**src/rtl/router_sched_clocked.sv**
```systemverilog
// Clocked scheduler and registered datapath for one 3-port fat-tree router node (C1, C2, P).
// Optional parity checking on the C1/C2 outputs is enabled by defining ROUTER_PARITY_CHECK_EN.
module router_sched_clocked #(
    parameter logic [3:0] ADDRESS = 4'd0,
    parameter logic [3:0] MASK    = 4'd0,
    parameter int         WIDTH   = 9
) (
    input  logic             clk,
    input  logic             rst_n,
    input  logic             c1_in_valid,
    input  logic [WIDTH-1:0] c1_in_data,
    output logic             c1_in_ready,
    input  logic             c2_in_valid,
    input  logic [WIDTH-1:0] c2_in_data,
    output logic             c2_in_ready,
    input  logic             p_in_valid,
    input  logic [WIDTH-1:0] p_in_data,
    output logic             p_in_ready,
    output logic             c1_out_valid,
    output logic [WIDTH-1:0] c1_out_data,
    input  logic             c1_out_ready,
    output logic             c2_out_valid,
    output logic [WIDTH-1:0] c2_out_data,
    input  logic             c2_out_ready,
    output logic             p_out_valid,
    output logic [WIDTH-1:0] p_out_data,
    input  logic             p_out_ready,
    output logic             c1_out_err,
    output logic             c2_out_err,
    output logic [7:0]       err_cnt
);
    localparam int C1 = 0;
    localparam int C2 = 1;
    localparam int P  = 2;
    // Downward routing bit for P flits sits just below the masked address bits.
    localparam int P_SEL_BIT = 8 - $countones(MASK);

    logic c1_to_c2, c2_to_c1, p_to_c2;
    logic [2:0] req0, req1, gnt0, gnt1, load, xfer, last_pick, out_valid, out_ready;
    logic [WIDTH-1:0] in0_data [3];
    logic [WIDTH-1:0] in1_data [3];
    logic [WIDTH-1:0] nxt_data [3];
    logic [WIDTH-1:0] out_data [3];

    assign out_ready = {p_out_ready, c2_out_ready, c1_out_ready};

    always_comb begin
        c1_to_c2 = (c1_in_data[8:5] & MASK) == ADDRESS;
        c2_to_c1 = (c2_in_data[8:5] & MASK) == ADDRESS;
        p_to_c2  = (MASK == 4'b1111) ? 1'b1 : p_in_data[P_SEL_BIT];
    end

    // Candidate pair (In0, In1) for each output.
    always_comb begin
        req0[C1] = c2_in_valid & c2_to_c1;
        req1[C1] = p_in_valid & ~p_to_c2;
        req0[C2] = c1_in_valid & c1_to_c2;
        req1[C2] = p_in_valid & p_to_c2;
        req0[P]  = c1_in_valid & ~c1_to_c2;
        req1[P]  = c2_in_valid & ~c2_to_c1;
        in0_data[C1] = c2_in_data;
        in1_data[C1] = p_in_data;
        in0_data[C2] = c1_in_data;
        in1_data[C2] = p_in_data;
        in0_data[P]  = c1_in_data;
        in1_data[P]  = c2_in_data;
    end

    always_comb begin
        for (int o = 0; o < 3; o++) begin
            gnt1[o]     = req1[o] & (~req0[o] | ~last_pick[o]);
            gnt0[o]     = req0[o] & ~gnt1[o];
            load[o]     = ~out_valid[o] | out_ready[o];
            xfer[o]     = (gnt0[o] | gnt1[o]) & load[o];
            nxt_data[o] = gnt1[o] ? in1_data[o] : in0_data[o];
        end
    end

    assign c1_in_ready = rst_n & (c1_to_c2 ? (gnt0[C2] & load[C2]) : (gnt0[P] & load[P]));
    assign c2_in_ready = rst_n & (c2_to_c1 ? (gnt0[C1] & load[C1]) : (gnt1[P] & load[P]));
    assign p_in_ready  = rst_n & (p_to_c2  ? (gnt1[C2] & load[C2]) : (gnt1[C1] & load[C1]));

    // NOTE: sequential state uses non-blocking assignments so every register samples pre-edge values.
    always_ff @(posedge clk or negedge rst_n) begin
        if (!rst_n) begin
            out_valid <= '0;
            last_pick <= '0;
            // NOTE: output data registers are few and visible on ports, so they are reset explicitly.
            for (int o = 0; o < 3; o++) out_data[o] <= '0;
        end else begin
            for (int o = 0; o < 3; o++) begin
                if (xfer[o]) begin
                    out_data[o]  <= nxt_data[o];
                    out_valid[o] <= 1'b1;
                end else if (out_ready[o]) begin
                    out_valid[o] <= 1'b0;
                end
                if (xfer[o] & req0[o] & req1[o]) last_pick[o] <= ~last_pick[o];
            end
        end
    end

    assign c1_out_valid = out_valid[C1];
    assign c2_out_valid = out_valid[C2];
    assign p_out_valid  = out_valid[P];
    assign c1_out_data  = out_data[C1];
    assign c2_out_data  = out_data[C2];
    assign p_out_data   = out_data[P];

`ifdef ROUTER_PARITY_CHECK_EN
    logic [1:0] err_new, err_q;
    logic [8:0] cnt_sum;
    logic [7:0] cnt_q;

    always_comb begin
        for (int o = 0; o < 2; o++) err_new[o] = (^nxt_data[o][8:1]) != nxt_data[o][0];
        cnt_sum = {1'b0, cnt_q} + {8'd0, xfer[C1] & err_new[C1]} + {8'd0, xfer[C2] & err_new[C2]};
    end

    always_ff @(posedge clk or negedge rst_n) begin
        if (!rst_n) begin
            err_q <= '0;
            cnt_q <= '0;
        end else begin
            for (int o = 0; o < 2; o++) if (xfer[o]) err_q[o] <= err_new[o];
            cnt_q <= cnt_sum[8] ? 8'hFF : cnt_sum[7:0];
        end
    end

    assign c1_out_err = err_q[C1];
    assign c2_out_err = err_q[C2];
    assign err_cnt    = cnt_q;
`else
    assign c1_out_err = 1'b0;
    assign c2_out_err = 1'b0;
    assign err_cnt    = 8'd0;
`endif

endmodule

```
**config.mk**
```make
export PLATFORM = sky130hd
export DESIGN_NAME = router_sched_clocked
export DESIGN_NICKNAME = d
export VERILOG_FILES = /design/src/rtl/router_sched_clocked.sv
export SDC_FILE = /design/constraint.sdc
export NUM_CORES = 1
export LEC_CHECK = 0
export CAP_MARGIN = 15
export CORE_UTILIZATION = 39
export DETAILED_ROUTE_END_ITERATION = 16
export PLACE_DENSITY = 0.81
export SLEW_MARGIN = 20
export SYNTH_ARGS = -nofsm -noshare
export SYNTH_HDL_FRONTEND = slang
export SYNTH_SLANG_ARGS = --single-unit
```
**constraint.sdc**
```tcl
create_clock -name clk -period 2.1 [get_ports clk]
set_clock_uncertainty 0.1 [all_clocks]
set_input_delay 0.42 -clock clk [delete_from_list [all_inputs] [get_ports clk]]
set_output_delay 0.42 -clock clk [all_outputs]
set_load 0.1 [all_outputs]
```
==> summary.txt <==
Status
  – Status: finished, final reports clean

Yosys
  – XOR/XNOR share of the synthesized area: 1.42%
  – Cells after Synth: 123
  – Main combinational cell family by area after synthesis: simple AND/OR/NAND/NOR gates
  – FFs w/ async S/R, synth: 100%
  – Post-synthesis cell type count: 26
  – Multiplexer share of the synthesized area: 13.0%
  – Post-Synth Adder-Cell Area: 0%
  – Primary FF master, synth: dfrtp_1
  – Sequential-to-total area share from yosys stat: 44.6%
  – Post-Syn Area: 0.00123 mm2
  – Synth Area in Simple Gates: 15.6%
  – Post-Syn Area per Cell: 10.0 um2
  – Post-synth EDFFs: 0
  – Compound-Gate Fraction of Synth Area: 9.53%
  – Seq cells post-synth: 22
  – Syn. warnings: 0

Placement
  – Port Buffers: 56
  – Gpl congestion: 0.864
  – HPWL after DPL: 2.38 mm

CTS
  – CTS H-tree depth: 1
  – CTS root buf: clkbuf_4
  – Number of CTS-inserted buffers: 3
  – Clk Latency, worst-skew pair: 310 ps
  – CTS tree: yes
  – Max clock buf depth: 2
  – Sink Count: 22
  – CTS hold repair buffers: 0
  – Clk slew on worst S/H paths: 120 ps

Critical path
  – Worst Path Required: 1580 ps
  – CP Data Arrival Time: 1520 ps
  – Startpoint class of the critical path: input port
  – CP Capture Type: output pin
  – R2R depth: 5
  – Reg2reg start: out_valid[1]
  – R2R Setup Slk: 680 ps
  – FF-to-FF End: c2_out_data[6]
  – CP Class: in2out
  – CP Max Fanout: 4

Layout
  – Layout cell share with drive strength beyond 1: 27.2%
  – Synth-to-layout area growth: 51.1%
  – Final core utilization: 61.6%
  – # nets final: 227
  – Antenna Cells: 0
  – # fillers: 240

Floorplanning
  – Die H: 58.2 um
  – FP Rows: 20
  – Core ar.: 0.00303 mm2
  – Initial Util: 40.7%
  – Boundary Pins: 78
  – Die W: 58.2 um
  – Die Area: 0.00339 mm2

Detailed routing
  – Via count: 1066
  – Vias/cell: 4.54
  – Routed Antenna Nets: 0
  – WL/cell: 12.4 um
  – Number of DRC markers in iteration 0: 18
  – Detailed-route DRC error count: 0
  – DRT Pass-1 Iters: 4
  – DRT Wirelength: 2.90 mm

Timing
  – Post-Route Hold Slack: 201 ps
  – Final Hold Fails: 0
  – Final Max Tran Viols: 0
  – Fmax: 0.490 GHz
  – Setup-failing EPs final: 0
  – Fin crit period: 2040 ps
  – Fin crit share: 97.1%
  – Unrepaired setup endpoints after global routing: no

Global routing
  – Total gr overflow: 0
  – Gr usage total: 17.8%
  – First-pass GRT wire length: 4.53 mm
  – Vias in the first global route: 1037
  – Initial antenna violation count: 0
  – Largest net degree at the start of global routing: 19

Power
  – Leakage: 0.930 nW
  – Power per cell area: 973 mW/mm2
  – Tot Pwr: 1.81 mW
  – Worst-case vdd ir drop: 0.523 mV

Hold path
  – Worst Hold Class: in2async

Job
  – Max cap viols: 0
## synth_stat cells, drive strengths merged (2+ instances only)
| cell type | instances | share of area, % |
|---|---|---|
| nand3 | 2 | 0.81 |
| and4 | 2 | 1.4 |
| nor2b | 3 | 2.1 |
| xnor2 | 2 | 1.4 |
| buf | 24 | 15 |
| nor2 | 10 | 3.7 |
| o21ai | 9 | 4.6 |
| nand4 | 2 | 1.0 |
| a21oi | 9 | 4.0 |
| dfrtp | 22 | 45 |
| nand2b | 2 | 1.0 |
| nand2 | 14 | 4.5 |
| mux2i | 16 | 13 |
## worst max-delay path, cell delays in order
cell and delay (ps):
clkdlybuf4s50_1 480, nand2_1 70, nand2_2 100, and4_2 270
buf_12 180
## area by class of cell
type | instances | area [um2] | share of cell area [%]
repair buffers | 69 | 638 | 34.2
multi-input cells | 95 | 579 | 31.1
flip-flops and latches | 22 | 552 | 29.6
well taps | 44 | 55.1 | 2.95
clock buffers | 4 | 36.3 | 1.95
inverters | 1 | 3.75 | 0.201
## metal layers
layer / part of all wire, % / vias to the layer above / wire, um / track usage [%]
li1: - / 512 / - / -
met1: 40 / 492 / 1170 / 22.4
met2: 49 / 56 / 1410 / 28.7
met3: 9.3 / 6 / 271 / 5.80
met4: 1.8 / 0 / 51 / 6.46
met5: 0 / - / 0 / 0
## cell usage in the layout, fill, tap and decap left out, drive strengths merged, types with 3 or more instances in the layout
cell type	n
clkdlybuf4s50	30
buf	36
o21ai	9
nor2b	3
clkbuf	4
mux2i	16
nor2	10
dfrtp	22
conb	20
nand2	14
a21oi	9
## cell families after synthesis
family / Yosys count
compound gates: 20
xor+xnor: 2
buf+inv: 25
flops: 22
mux: 16
other cells: 1
simple gates: 37
## flip-flops by register name (all words and copies together) (netlist names)
| signal | count |
|---|---|
| last_pick | 2 |
| c2_out_data | 9 |
| c1_out_data | 9 |
| out_valid | 2 |
## how the worst max path moves through the flow
stage / from / slack (ps) / endpoint / cells past startpoint
after CTS: c1_in_valid / 10 / p_in_ready / 6
after detailed placement: p_in_valid / -80 / p_in_ready / 6
after global placement: p_in_valid / -40 / p_in_ready / 6
after floorplan: out_valid[1] / -130 / p_in_ready / 3
after global routing: c2_in_valid / 20 / c2_in_ready / 5
final: c2_in_valid / 60 / c2_in_ready / 5
## per-stage QoR
step                cell area (um2)  TNS, ps  instances  setup WS [ps]
floorplan                      1310     -131        142           -131
CTS                            1850        0        235           11.1
global placement               1810    -44.1        230          -44.1
global route                   1860        0        235           24.1
detailed placement             1810     -103        230          -76.2
finish                         1860        0        235           60.5
## repair_timing
action / in CTS / in global routing
endpoints found under the setup margin: 2 / 2
setup buffers: 1 / 0
gates resized for setup: 2 / 4
endpoints found under the hold margin: 0 / 0
pin swaps: 0 / 2
## where the power goes
part           internal, mW  switching [mW]  total, mW
logic                 0.243           0.783       1.03
clock network         0.106           0.127      0.233
registers             0.502          0.0521      0.554
total                 0.852           0.962       1.81
No activity file was read; power rests on OpenSTA's default activity.
